**src/rtl/alu_seq_pkg.sv**
```systemverilog
// Shared constants and types for the ALU command sequencer and its register file.
package alu_seq_pkg;

  localparam int ADDR_W = 2;
  localparam int DATA_W = 4;

  localparam logic [2:0] MODE_ADD = 3'd0;
  localparam logic [2:0] MODE_SUB = 3'd1;
  localparam logic [2:0] MODE_CMP = 3'd2;
  localparam logic [2:0] MODE_AND = 3'd3;
  localparam logic [2:0] MODE_OR  = 3'd4;
  localparam logic [2:0] MODE_NOT = 3'd5;
  localparam logic [2:0] MODE_INC = 3'd6;
  localparam logic [2:0] MODE_DEC = 3'd7;

  typedef enum logic [1:0] {
    IDLE = 2'd0,
    EXEC = 2'd1,
    RESP = 2'd2
  } seq_state_e;

  // Only add and subtract produce a meaningful overflow.
  // The ALU floats that output in every other mode.
  function automatic logic modeSetsFlag(input logic [2:0] mode);
    return (mode == MODE_ADD) || (mode == MODE_SUB);
  endfunction

endpackage

```
**src/rtl/alu_seq_regfile.sv**
```systemverilog
// Small register file for the sequencer.
// It has two combinational operand read ports, a combinational debug read port,
// and one synchronous write port.
module alu_seq_regfile
  import alu_seq_pkg::*;
#(
  parameter int NREGS = 4
) (
  input  logic              clk,
  input  logic              rst_n,
  input  logic              we_i,
  input  logic [ADDR_W-1:0] waddr_i,
  input  logic [DATA_W-1:0] wdata_i,
  input  logic [ADDR_W-1:0] raddrA_i,
  output logic [DATA_W-1:0] rdataA_o,
  input  logic [ADDR_W-1:0] raddrB_i,
  output logic [DATA_W-1:0] rdataB_o,
  input  logic [ADDR_W-1:0] dbgAddr_i,
  output logic [DATA_W-1:0] dbgData_o
);

  logic [DATA_W-1:0] mem_q [NREGS];

  // Storage array: reset clears every entry.
  // Otherwise one entry is written per clock whenever the sequencer requests it.
  // Register 0 is an ordinary register here and is never forced to zero.
  always_ff @(posedge clk or negedge rst_n) begin
    if (!rst_n) begin
      for (int i = 0; i < NREGS; i++) begin
        mem_q[i] <= '0;
      end
    end else if (we_i) begin
      mem_q[waddr_i] <= wdata_i;
    end
  end

  assign rdataA_o  = mem_q[raddrA_i];
  assign rdataB_o  = mem_q[raddrB_i];
  assign dbgData_o = mem_q[dbgAddr_i];

endmodule

```
**src/rtl/alu_op_sequencer.sv**
```systemverilog
// Command sequencer sitting in front of an external 4-bit ALU.
// It accepts one command at a time, drives registered operands into the ALU,
// writes the result back into the register file and returns it on a response
// channel. A sticky overflow flag can be chained into the next add as carry-in.
module alu_op_sequencer
  import alu_seq_pkg::*;
#(
  parameter int NREGS = 4
) (
  input  logic       clk,
  input  logic       rst_n,
  input  logic       cmd_valid,
  output logic       cmd_ready,
  input  logic       cmd_load,
  input  logic [2:0] cmd_mode,
  input  logic [1:0] cmd_src_a,
  input  logic [1:0] cmd_src_b,
  input  logic [1:0] cmd_dst,
  input  logic [3:0] cmd_imm,
  input  logic       cmd_use_carry,
  output logic [3:0] alu_a,
  output logic [3:0] alu_b,
  output logic       alu_cin,
  output logic [2:0] alu_mode,
  input  logic [3:0] alu_r,
  input  logic       alu_overflow,
  output logic       rsp_valid,
  input  logic       rsp_ready,
  output logic [3:0] rsp_data,
  output logic       rsp_overflow,
  output logic       flag_v,
  input  logic [1:0] dbg_addr,
  output logic [3:0] dbg_data
);

  seq_state_e  state_q, state_d;
  logic [3:0]  aluA_q, aluA_d;
  logic [3:0]  aluB_q, aluB_d;
  logic        aluCin_q, aluCin_d;
  logic [2:0]  aluMode_q, aluMode_d;
  logic [1:0]  dst_q, dst_d;
  logic [3:0]  rspData_q, rspData_d;
  logic        rspOvf_q, rspOvf_d;
  logic        flagV_q, flagV_d;

  logic        wrEn;
  logic [1:0]  wrAddr;
  logic [3:0]  wrData;
  logic [3:0]  rdA;
  logic [3:0]  rdB;

  alu_seq_regfile #(
    .NREGS(NREGS)
  ) u_regfile (
    .clk      (clk),
    .rst_n    (rst_n),
    .we_i     (wrEn),
    .waddr_i  (wrAddr),
    .wdata_i  (wrData),
    .raddrA_i (cmd_src_a),
    .rdataA_o (rdA),
    .raddrB_i (cmd_src_b),
    .rdataB_o (rdB),
    .dbgAddr_i(dbg_addr),
    .dbgData_o(dbg_data)
  );

  // State and datapath registers.
  // An async reset drops any in-flight command and its pending response immediately.
  always_ff @(posedge clk or negedge rst_n) begin
    if (!rst_n) begin
      state_q   <= IDLE;
      aluA_q    <= '0;
      aluB_q    <= '0;
      aluCin_q  <= 1'b0;
      aluMode_q <= MODE_ADD;
      dst_q     <= '0;
      rspData_q <= '0;
      rspOvf_q  <= 1'b0;
      flagV_q   <= 1'b0;
    end else begin
      state_q   <= state_d;
      aluA_q    <= aluA_d;
      aluB_q    <= aluB_d;
      aluCin_q  <= aluCin_d;
      aluMode_q <= aluMode_d;
      dst_q     <= dst_d;
      rspData_q <= rspData_d;
      rspOvf_q  <= rspOvf_d;
      flagV_q   <= flagV_d;
    end
  end

  // Next-state and handshake logic.
  // Every register holds by default, so the ALU inputs stay frozen outside the
  // accept cycle. A load skips the ALU and goes straight to the response.
  // An ALU operation spends one cycle in EXEC while the external ALU settles,
  // and the result is written back on the edge that leaves EXEC.
  always_comb begin
    state_d   = state_q;
    aluA_d    = aluA_q;
    aluB_d    = aluB_q;
    aluCin_d  = aluCin_q;
    aluMode_d = aluMode_q;
    dst_d     = dst_q;
    rspData_d = rspData_q;
    rspOvf_d  = rspOvf_q;
    flagV_d   = flagV_q;
    wrEn      = 1'b0;
    wrAddr    = dst_q;
    wrData    = alu_r;
    cmd_ready = 1'b0;
    rsp_valid = 1'b0;

    unique case (state_q)
      IDLE: begin
        cmd_ready = 1'b1;
        if (cmd_valid) begin
          if (cmd_load) begin
            wrEn      = 1'b1;
            wrAddr    = cmd_dst;
            wrData    = cmd_imm;
            rspData_d = cmd_imm;
            rspOvf_d  = flagV_q;
            state_d   = RESP;
          end else begin
            aluA_d    = rdA;
            aluB_d    = rdB;
            aluMode_d = cmd_mode;
            aluCin_d  = cmd_use_carry & flagV_q;
            dst_d     = cmd_dst;
            state_d   = EXEC;
          end
        end
      end
      EXEC: begin
        wrEn      = 1'b1;
        wrAddr    = dst_q;
        wrData    = alu_r;
        rspData_d = alu_r;
        if (modeSetsFlag(aluMode_q)) begin
          flagV_d  = alu_overflow;
          rspOvf_d = alu_overflow;
        end else begin
          rspOvf_d = flagV_q;
        end
        state_d = RESP;
      end
      RESP: begin
        rsp_valid = 1'b1;
        if (rsp_ready) begin
          state_d = IDLE;
        end
      end
      default: begin
        state_d = IDLE;
      end
    endcase
  end

  assign alu_a        = aluA_q;
  assign alu_b        = aluB_q;
  assign alu_cin      = aluCin_q;
  assign alu_mode     = aluMode_q;
  assign rsp_data     = rspData_q;
  assign rsp_overflow = rspOvf_q;
  assign flag_v       = flagV_q;

endmodule

```
**config.mk**
```make
export PLATFORM = sky130hd
export DESIGN_NAME = alu_op_sequencer
export DESIGN_NICKNAME = d
export VERILOG_FILES = /design/src/rtl/alu_seq_pkg.sv /design/src/rtl/alu_seq_regfile.sv /design/src/rtl/alu_op_sequencer.sv
export SDC_FILE = /design/constraint.sdc
export NUM_CORES = 1
export LEC_CHECK = 0
export ABC_AREA = 0
export CELL_PAD_IN_SITES_DETAIL_PLACEMENT = 1
export CELL_PAD_IN_SITES_GLOBAL_PLACEMENT = 1
export CORE_ASPECT_RATIO = 0.8
export CORE_MARGIN = 2
export CORE_UTILIZATION = 46
export DETAILED_ROUTE_END_ITERATION = 16
export DONT_BUFFER_PORTS = 1
export MAX_ROUTING_LAYER = met4
export PLACE_DENSITY_LB_ADDON = 0.1
export SKIP_LAST_GASP = 1
export SLEW_MARGIN = 15
export SYNTH_ARGS = -nofsm -noshare
export SYNTH_HDL_FRONTEND = slang
export SYNTH_HIERARCHICAL = 1
export SYNTH_SLANG_ARGS = --single-unit
```
**constraint.sdc**
```tcl
create_clock -name clk -period 2.1 [get_ports clk]
set_clock_uncertainty 0.05 [all_clocks]
set_input_delay 0.42 -clock clk [delete_from_list [all_inputs] [get_ports clk]]
set_output_delay 0.42 -clock clk [all_outputs]
set_load 0.05 [all_outputs]
```
==> results.json <==
{
  "run_status": "finished clean",
  "min_period_ns": 1.96,
  "clkLatencyLatePin_ns": 0.28,
  "syn_to_final_growth_pct": 11.4,
  "m1WireLength_mm": 1.97,
  "reg2reg_slack_ns": 0.15,
  "nNetsFinal": 160,
  "crit_path_end_kind": "primary output",
  "relSlewSlack": 0.639,
  "crit_buf_inv": 0,
  "dr_total_vias": 1130,
  "grt-ovfl-total": 0,
  "netlist.area_leader.share": 0.491,
  "wl_met2_mm": 2.03,
  "syn_inst": 122,
  "portBuffers": 0,
  "drive_above_1_share": 0.474,
  "antenna_found_initial": 0,
  "via_per_inst": 5.89,
  "place_congestion": 0.818,
  "swShare": 0.456,
  "crit_path_top_delay_cell": "mux4_1",
  "wl_mm": 4.24,
  "wire_per_inst_um": 22.1,
  "maxSlewViolCount": 0,
  "numCtsBuffers": 5,
  "ios": 50,
  "ir_drop_mv": 0.550,
  "grt_pass1_vias": 1198,
  "p_sw_mw": 1.60,
  "combPwrFrac": 0.318,
  "route.detailed.drc": 0,
  "power_density_mw_per_mm2": 1630,
  "synth_nets": 148,
  "p_int_mw": 1.91,
  "crit_chain": "mux4_1",
  "synth.avg_cell_area_um2": 15.9,
  "clock_power_share": 0.142,
  "chipHeight_um": 62.0,
  "synth_area_leaders": "dfrtp_1, mux2_2, mux4_2",
  "maxCapViolCount": 0,
  "cpPeakStageDelay_ns": 0.77,
  "criticalPathCategory": "reg2out",
  "diodes": 0,
  "critPathTopFamily": "multiplexers",
  "max_clock_freq_ghz": 0.511,
  "netlist-cell-type-count": 23,
  "mappedNetlistArea_mm2": 0.00194,
  "post-route-period-util": 0.932,
  "core_mm2": 0.00413,
  "die_area_mm2": 0.00475,
  "cts-root-buf": "clkbuf_8",
  "grt_max_degree": 39,
  "seqPwrFrac": 0.540,
  "setup_violations": 0,
  "ant_nets": 0,
  "clock-sinks": 38,
  "cts_buffer_depth": 2,
  "grt_pass1_wl_mm": 6.71,
  "rsz0062_at_grt": "false",
  "required_ns": 1.63,
  "worstMarginPinSlew_ns": 0.542,
  "p_total_mw": 3.52,
  "yosysSeqAreaShare": 0.491,
  "synth_warnings": 6,
  "grt_use_total": 0.201,
  "dr.max_layer_used": "met4",
  "htree_levels": 2,
  "critPathLaunchType": "flop",
  "synth_top_area_cell": "dfrtp_1",
  "die_w_um": 76.5,
  "finalSetupTns_ns": 0,
  "dr.first_iter.drc_count": 74,
  "cts_tree": "yes",
  "leakage_nw": 0.910,
  "hold_violations": 0,
  "cp.arrival_ns": 1.49,
  "firstDrtPassIters": 4,
  "path_clk_slew_ns": 0.07,
  "hold_class": "in2reg",
  "start_util": 0.469,
  "ys_ff_latch": 38,
  "hpwl_mm": 3.20,
  "wl_met3_um": 204,
  "rows": 21,
  "critical_path_peak_fanout": 4
}
## logic make-up (layout without fill, tap and decap cells)
family,count (synthesis),in the layout,share of synthesized area
and+or+nand+nor,14,14,0.0601
buffers and inverters,6,19,0.0239
AOI/OAI and AO/OA,15,15,0.0504
muxes,49,49,0.374
DFF,38,38,0.491
## layer usage
| metal | GRT usage | vias to the layer above |
|---|---|---|
| li1 | - | 499 |
| met5 | - | - |
| met1 | 0.258 | 598 |
| met4 | 0.0701 | 0 |
| met3 | 0.0679 | 4 |
| met2 | 0.305 | 29 |
## cells in the final DEF, fill, tap and decap left out, drive strengths merged, types with 5 or more instances in the layout
| cell | Yosys | layout |
|---|---|---|
| mux2 | 37 | 37 |
| o21ai | 5 | 5 |
| a22oi | 8 | 8 |
| dfrtp | 38 | 38 |
| mux4 | 12 | 12 |
| buf | 4 | 8 |
| clkbuf | 0 | 7 |
## synthesized netlist by cell type, drive strengths merged
cell / instances
dfrtp: 38
mux2: 37
mux4: 12
a22oi: 8
o21ai: 5
buf: 4
inv: 2
nand3: 2
nand3b: 2
nor2: 2
nor4b: 2
a21o: 1
a21oi: 1
and2b: 1
and3: 1
and3b: 1
nand2: 1
nor2b: 1
nor3b: 1
## worst paths after layout
kind                                                  from                         endpoint  cells past startpoint
max in group asynchronous                            rst_n  u_regfile/mem_q[10]$_DFFE_PN0P_                      2
min                                             cmd_dst[1]             dst_q[1]$_DFFE_PN0P_                      1
min reg2reg                           dst_q[0]$_DFFE_PN0P_             dst_q[0]$_DFFE_PN0P_                      1
max                        u_regfile/mem_q[13]$_DFFE_PN0P_                      dbg_data[1]                      1
min in group asynchronous                            rst_n          alu_mode[0]$_DFFE_PN0P_                      2
max reg2reg                         state_q[1]$_DFFE_PN0P_  u_regfile/mem_q[12]$_DFFE_PN0P_                      5
## power by group through the flow
stage	Combinational (mW)	Sequential, mW	Clock (mW)
after floorplan	0.917	1.83	0
after global placement	1.06	1.88	0
after detailed placement	1.10	1.91	0
after CTS	1.13	1.90	0.522
after global routing	1.20	1.95	0.558
final	1.12	1.90	0.499
## state kept, by name, indices dropped and copies added, names as in the netlist, 2 cells and up
register         count
alu_a                4
alu_b                4
alu_mode             3
dst_q                2
rsp_data             4
state_q              2
u_regfile/mem_q     16
## through the flow
step / area, um2 / util / hold WS [ns] / cells / setup WS, ns
finish: 2160 / 0.523 / 0.232 / 192 / 0.142
global route: 2160 / 0.523 / 0.213 / 192 / 0.00480
CTS: 2160 / 0.523 / 0.221 / 192 / 0.128
detailed placement: 2040 / 0.493 / 0.0749 / 182 / 0.169
global placement: 2040 / 0.493 / 0.0751 / 182 / 0.227
floorplan: 1960 / - / 0.0744 / 122 / -0.0934
## cell type report
class,count,area (um2)
Sequential cell,38,951
Inverter,2,7.51
Clock buffer,7,86.3
Tap cell,57,71.3
Multi-Input combinational cell,78,953
Timing Repair Buffer,9,82.6
Fill cell,405,1970
Clock inverter,1,5.00
## worst reg2reg max path, cell delays in order (launching register included)
cell,delay (ns)
dfrtp_1,0.41
nor2_4,0.11
and3_1,0.25
mux2_4,0.35
nor3b_4,0.29
mux2_2,0.37
## repair_timing
action | CTS | global route
buffers inserted | 0 | 0
hold buffers | 2 | 0
hold endpoints to repair | 38 | 0
setup endpoints to repair | 0 | 0
resized for setup | 0 | 0
Note: power is estimated with default switching activity, not from simulation.
==> patch 1, RTL diff (same settings) <==
Register the input `cmd_mode` before use, cleared by the reset. The logic sees it one clock later. The other inputs are not delayed to match.
--- a/src/rtl/alu_op_sequencer.sv
+++ b/src/rtl/alu_op_sequencer.sv
@@ -33,4 +33,14 @@
   output logic [3:0] dbg_data
 );
+
+  logic [2:0] cmd_mode_q;
+
+  always_ff @(posedge clk or negedge rst_n) begin
+    if (!rst_n) begin
+      cmd_mode_q <= '0;
+    end else begin
+      cmd_mode_q <= cmd_mode;
+    end
+  end
 
   seq_state_e  state_q, state_d;
@@ -127,5 +137,5 @@
             aluA_d    = rdA;
             aluB_d    = rdB;
-            aluMode_d = cmd_mode;
+            aluMode_d = cmd_mode_q;
             aluCin_d  = cmd_use_carry & flagV_q;
             dst_d     = cmd_dst;
Function: changed (a bounded check fails within 4 cycles, from zero or initial values and one cycle with rst_n low).
==> patch 1 against the unedited design <==
Wire length hardly changed. Core utilization is 2.2 points higher. Sequential cell count is 3 higher. Power is 6.6% higher. Count of clock-buffer cells in the layout is 2 lower. Cell count is 0.52% lower. Cell area is 5.6% higher. Maximum frequency is 1.2% lower. Via count stayed put. Area after synthesis is 3.7% higher. Clock power is 51% higher. Setup slack worse by 0.024 ns. First-iteration DRC count is 53% lower. Critical endpoint unchanged.
==> patch 1: results (changes against the unedited design) <==
status:
  result_of_the_run: "completed"
synth:
  netlist_top_cells_area: "sky130_fd_sc_hd__dfrtp_1 51%, sky130_fd_sc_hd__mux2_2 20%, sky130_fd_sc_hd__mux4_2 10%"
  synth_cell_type_count: 23  # unchanged
  primary_ff_master_synth: "sky130_fd_sc_hd__dfrtp_1"
  postSynthNetCount: 145  # -2.0%
  leading_post_synthesis_cells_by_instance_count: "41 x sky130_fd_sc_hd__dfrtp_1, 36 x sky130_fd_sc_hd__mux2_2, 9 x sky130_fd_sc_hd__mux4_2"
  synthCells: 119  # -2.5%
  synth-seq-area-share: 0.511  # +0.0199
routing:
  uppermost_signal_routing_layer_after_detailed_routing: "met4"
  wl_per_cell_um: 22.2  # +0.43%
  met3WireLength_um: 238  # +17%
  met2RoutedLength_mm: 2.04  # +0.59%
  drt_iter0_drc: 35  # -53%
  detail_route.first_pass.iterations: 3  # -1
  wl_met1_mm: 1.87  # -4.7%
worst_setup_path:
  crit_path_start: "u_regfile/mem_q[5]"
  critical_r2r_launch: "state_q[1]"
  critical_path.top_delay_family: "multiplexers"
  r2r_slack_ns: 0.17  # +0.02 ns
  reg2reg_depth: 4  # -1
  arrival_ns: 1.51  # +0.02 ns
timing:
  slew_headroom: 0.610  # -0.0288
  final.min_clock_period_ns: 1.98  # +0.0243 ns
placed_design:
  dp_hpwl_mm: 3.08  # -4.0%
  cell_area_placed_um2: 2110  # +3.7%
  gp_congestion: 0.798  # -2.4%
  placed_cells: 181  # -0.55%
clock_network:
  max_clock_buf_depth: 2  # unchanged
  htree_levels: 2  # unchanged
  cts_hold_bufs: 2  # unchanged
  clkSlewWorstSetupHoldPaths_ns: 0.08
  clk_latency_ns: 0.30  # +0.02 ns
  post_cts_sizing_count: 1  # +1
layout:
  area_share_of_buffers_outside_the_clock_network: 0.0396  # +0.00128
  largest_register_ff_count: 16  # unchanged
  antennaDiodeCount: 0  # unchanged
  layout.sequential_cells: 41  # +7.9%
  non_clk_bufs: 10  # +1
  fillers: 379  # -6.4%
  multiInputGateArea_um2: 948  # -0.52%
  ff_latch_area_um2: 1030  # +7.9%
  comb.multi_input.count: 73  # -6.4%
  layout.clock.cell_area_share: 0.0588  # +0.0164
  clkbuf_count: 5  # -2
  final_nets: 159  # -0.63%
  layout-area-overhead-vs-synth_pct: 13.5
  regMostFlops: "u_regfile/mem_q"
  drive_gt1_frac: 0.560  # +0.0856
  post_layout_instance_count_excluding_filler_cells: 191  # -0.52%
grt:
  grt_start_max_net_pins: 42  # +7.7%
  global_route_total_usage_across_every_layer: 0.196  # -0.00513
  global_route_wire_length_before_repair_mm: 6.94  # +3.5%
  via_count_of_the_first_global_routing_pass: 1313  # +9.6%
die:
  die_area_um2: 4910  # +3.5%
min_path:
  worstHoldPathType: "in2reg"
power:
  leakage_uw: 0.000962  # +5.6%
  ir_drop_v: 0.000577  # +4.9%
## patch 1: cell count changes after synthesis, moves of 2 or more
| cell | change |
|---|---|
| sky130_fd_sc_hd__a22oi_1 | -8 |
| sky130_fd_sc_hd__dfrtp_1 | +3 |
| sky130_fd_sc_hd__nand2b_1 | +2 |
| sky130_fd_sc_hd__o21ai_0 | -4 |
| sky130_fd_sc_hd__mux2_2 | +6 |
## patch 1: report_power, final
group,switching (uW),internal (uW)
Sequential,805,1110
Clock,282,472
Combinational,498,581
Total,1580,2160
## patch 1: how the worst min path moves through the flow
stage	startpoint	to	slack, ns	cells after the start
2_1_floorplan	rst_n	alu_a[0]	0.07	0
3_3_place_gp	rst_n	alu_mode[2]	0.08	0
3_5_place_dp	rst_n	alu_cin	0.08	0
4_1_cts	cmd_mode[2]	cmd_mode_q[2]	0.09	0
5_1_grt	cmd_mode[1]	cmd_mode_q[1]	0.07	0
6_report	cmd_mode[2]	cmd_mode_q[2]	0.1	0
## patch 1: through the flow
| stage | hold WS [ns] | setup WS (ns) |
|---|---|---|
| 2_1_floorplan | 0.0744 | 0.0309 |
| 4_1_cts | 0.0869 | 0.112 |
| 3_5_place_dp | 0.0754 | 0.154 |
| 6_report | 0.0972 | 0.118 |
| 5_1_grt | 0.0747 | 0.0790 |
| 3_3_place_gp | 0.0753 | 0.240 |
## patch 1: per-layer routing
layer / global-route usage / vias to the layer above
met1: 0.253 / 591
met4: 0.0714 / 0
met2: 0.296 / 39
met3: 0.0559 / 11
li1: - / 489
met5: - / -
## patch 1: cells by family after synthesis
logic type,share of synthesized area
multiplexers,0.395
flip-flops,0.511
AND/OR/NAND/NOR,0.0623
buffers and inverters,0.0175
AO/OA/AOI/OAI,0.0143
==> patch 2, RTL diff (same settings) <==
Made on the original files. The 3 states of `seq_state_e` get a one-hot encoding in 3 bits.
--- a/src/rtl/alu_seq_pkg.sv
+++ b/src/rtl/alu_seq_pkg.sv
@@ -14,8 +14,8 @@
   localparam logic [2:0] MODE_DEC = 3'd7;
 
-  typedef enum logic [1:0] {
-    IDLE = 2'd0,
-    EXEC = 2'd1,
-    RESP = 2'd2
+  typedef enum logic [2:0] {
+    IDLE = 3'b001,
+    EXEC = 3'b010,
+    RESP = 3'b100
   } seq_state_e;
 
Behaviour: same outputs for any inputs over 4 cycles, from zero or initial values and one cycle with rst_n low; so few cycles prove little.
==> patch 2 against the unedited design <==
The run now ends with setup timing left. Area after synthesis up 4.0%. Cell area increased by 8.4%. Hold slack lost 0.061 ns. Combinational power up 26%. Sequential cell count increased by 1. Wire length is 12% higher. Setup slack worse by 0.15 ns. Largest cell class unchanged. Critical endpoint is now u_regfile/mem_q[14]. Sequential share of layout area decreased by 2.3 points. Power up 12%.
==> patch 2: results (changes against the unedited design) <==
status:
  result_of_the_run: "complete, but fails checks"
  violated_checks: "setup timing"
synth:
  mean_post_synth_cell_area_um2: 15.3  # -3.9%
  yosys_warning_total: 6  # unchanged
  leading_post_synthesis_cells_by_instance_count: "38 x sky130_fd_sc_hd__dfrtp_1, 32 x sky130_fd_sc_hd__mux2_2, 9 x sky130_fd_sc_hd__mux4_2"
  primary_ff_master_synth: "sky130_fd_sc_hd__dfrtp_1"
  synth-seq-area-share: 0.485  # -0.00588
  synth_cell_type_count: 32  # +39%
  asyncSetResetFlopFracSynth: 1.00  # unchanged
  postSynthNetCount: 158  # +6.8%
  netlist_top_cells_area: "sky130_fd_sc_hd__dfrtp_1 47%, sky130_fd_sc_hd__mux2_2 18%, sky130_fd_sc_hd__mux4_2 10%"
timing:
  finalWorstSetupSlack_ns: -0.0109  # -0.153 ns
  setup_viol: 4  # +4
  slew_headroom: 0.641  # +0.00210
placed_design:
  portBuffers: 0  # unchanged
  dp_hpwl_mm: 3.30  # +3.1%
  placed_cells: 192  # +5.5%
  gp_congestion: 0.729  # -11%
  cell_area_placed_um2: 2120  # +4.4%
clock_network:
  cts-buffers-inserted: 5  # unchanged
  post-cts-setup-buffer-count: 2  # +2
  clkSlewWorstSetupHoldPaths_ns: 0.07  # about the same
  htree_levels: 2  # unchanged
  cts_hold_bufs: 2  # unchanged
  root_buffer: "sky130_fd_sc_hd__clkbuf_8"
  clk_latency_ns: 0.29
  post_cts_sizing_count: 0  # unchanged
routing:
  wl_per_cell_um: 22.9  # +3.6%
  drt_iter0_drc: 66  # -11%
  detail_route.first_pass.iterations: 4  # unchanged
  routed-via-count: 1271  # +12%
grt:
  global_route_wire_length_before_repair_mm: 7.06  # +5.2%
  via_count_of_the_first_global_routing_pass: 1363  # +14%
  grt_start_max_net_pins: 40  # +2.6%
  global_route_total_usage_across_every_layer: 0.198  # -0.00281
layout:
  fillers: 405  # unchanged
  antennaDiodeCount: 0  # unchanged
  largest_register_ff_count: 16  # unchanged
  drive_gt1_frac: 0.490  # +0.0160
  regMostFlops: "u_regfile/mem_q"
  post_layout_instance_count_excluding_filler_cells: 208  # +8.3%
  final_nets: 176  # +10%
worst_setup_path:
  worst-path-max-fanout: 5  # +1
  arrival_ns: 2.24  # +0.75 ns
power:
  ir_drop_v: 0.000910  # +65%
  leakage_uw: 0.00102  # +12%
min_path:
  worstHoldPathType: "in2reg"
-- patch 2: changes by cell type in the layout (fill, tap and decap cells not counted), sizes merged, moves of 4 or more --
| cell | before | now |
|---|---|---|
| a21o | 1 | 6 |
| mux2 | 37 | 32 |
| and2 | 0 | 4 |
| buf | 8 | 13 |
| a221o | 0 | 4 |
| o21ai | 5 | 1 |
| a22oi | 8 | 0 |
| nand2 | 1 | 5 |
-- patch 2: worst paths after layout --
| path | from | to | slack (ns) | cells past startpoint |
|---|---|---|---|---|
| worst max-delay path | state_q[0] | u_regfile/mem_q[14] | -0.01 | 6 |
| worst min-delay path | cmd_load | alu_cin | 0.17 | 1 |
| worst max register to register | state_q[0] | u_regfile/mem_q[14] | -0.01 | 6 |
| worst min register to register | dst_q[0] | dst_q[0] | 0.48 | 1 |
| max in group asynchronous | rst_n | state_q[0] | 1.20 | 2 |
| min in group asynchronous | rst_n | alu_a[3] | 0.54 | 2 |
-- patch 2: kinds of logic after synthesis --
kind of cell	after synthesis	synth area share
AND/OR/NAND/NOR	29	0.119
multiplexers	44	0.319
AO/OA/AOI/OAI	16	0.0615
flip-flops	39	0.485
buffers and inverters	4	0.0155
-- patch 2: critical path, cell delays in order, from the launching register on --
cell and delay (ns):
sky130_fd_sc_hd__dfstp_2 0.54, sky130_fd_sc_hd__and4bb_4 0.32, sky130_fd_sc_hd__nand2_8 0.08, sky130_fd_sc_hd__mux2_4 0.34, sky130_fd_sc_hd__nor3b_4 0.23, sky130_fd_sc_hd__buf_6 0.14
sky130_fd_sc_hd__mux2_4 0.29
-- patch 2: through the flow --
step	utilization	TNS, ns	worst slack (ns)	total power (uW)
6_report	0.556	-0.0362	-0.0109	3950
5_1_grt	0.556	-0.407	-0.0703	4150
4_1_cts	0.540	0	0.0175	3870
3_5_place_dp	0.505	-0.131	-0.0395	3290
3_3_place_gp	0.505	0	0.0422	3220
2_1_floorplan	-	-0.0653	-0.0163	3000
-- patch 2: layer usage --
layer,part of all wire,wire length (um),global-route usage
met5,0,0,-
met4,0.013,60,0.0768
met3,0.078,369,0.0688
met2,0.47,2240,0.298
met1,0.44,2090,0.249
-- patch 2: area by class of cell --
| cell class | instances | area share |
|---|---|---|
| Clock buffer | 8 | 0.0428 |
| Multi-Input combinational cell | 90 | 0.454 |
| Sequential cell | 39 | 0.418 |
| Tap cell | 57 | 0.0305 |
| Timing Repair Buffer | 14 | 0.0546 |
-- patch 2: where the power goes --
| group | leakage, uW | switching [uW] | internal [uW] |
|---|---|---|---|
| clock | 0.0000515 | 251 | 300 |
| sequential | 0.000478 | 881 | 1100 |
| combinational | 0.000487 | 661 | 752 |
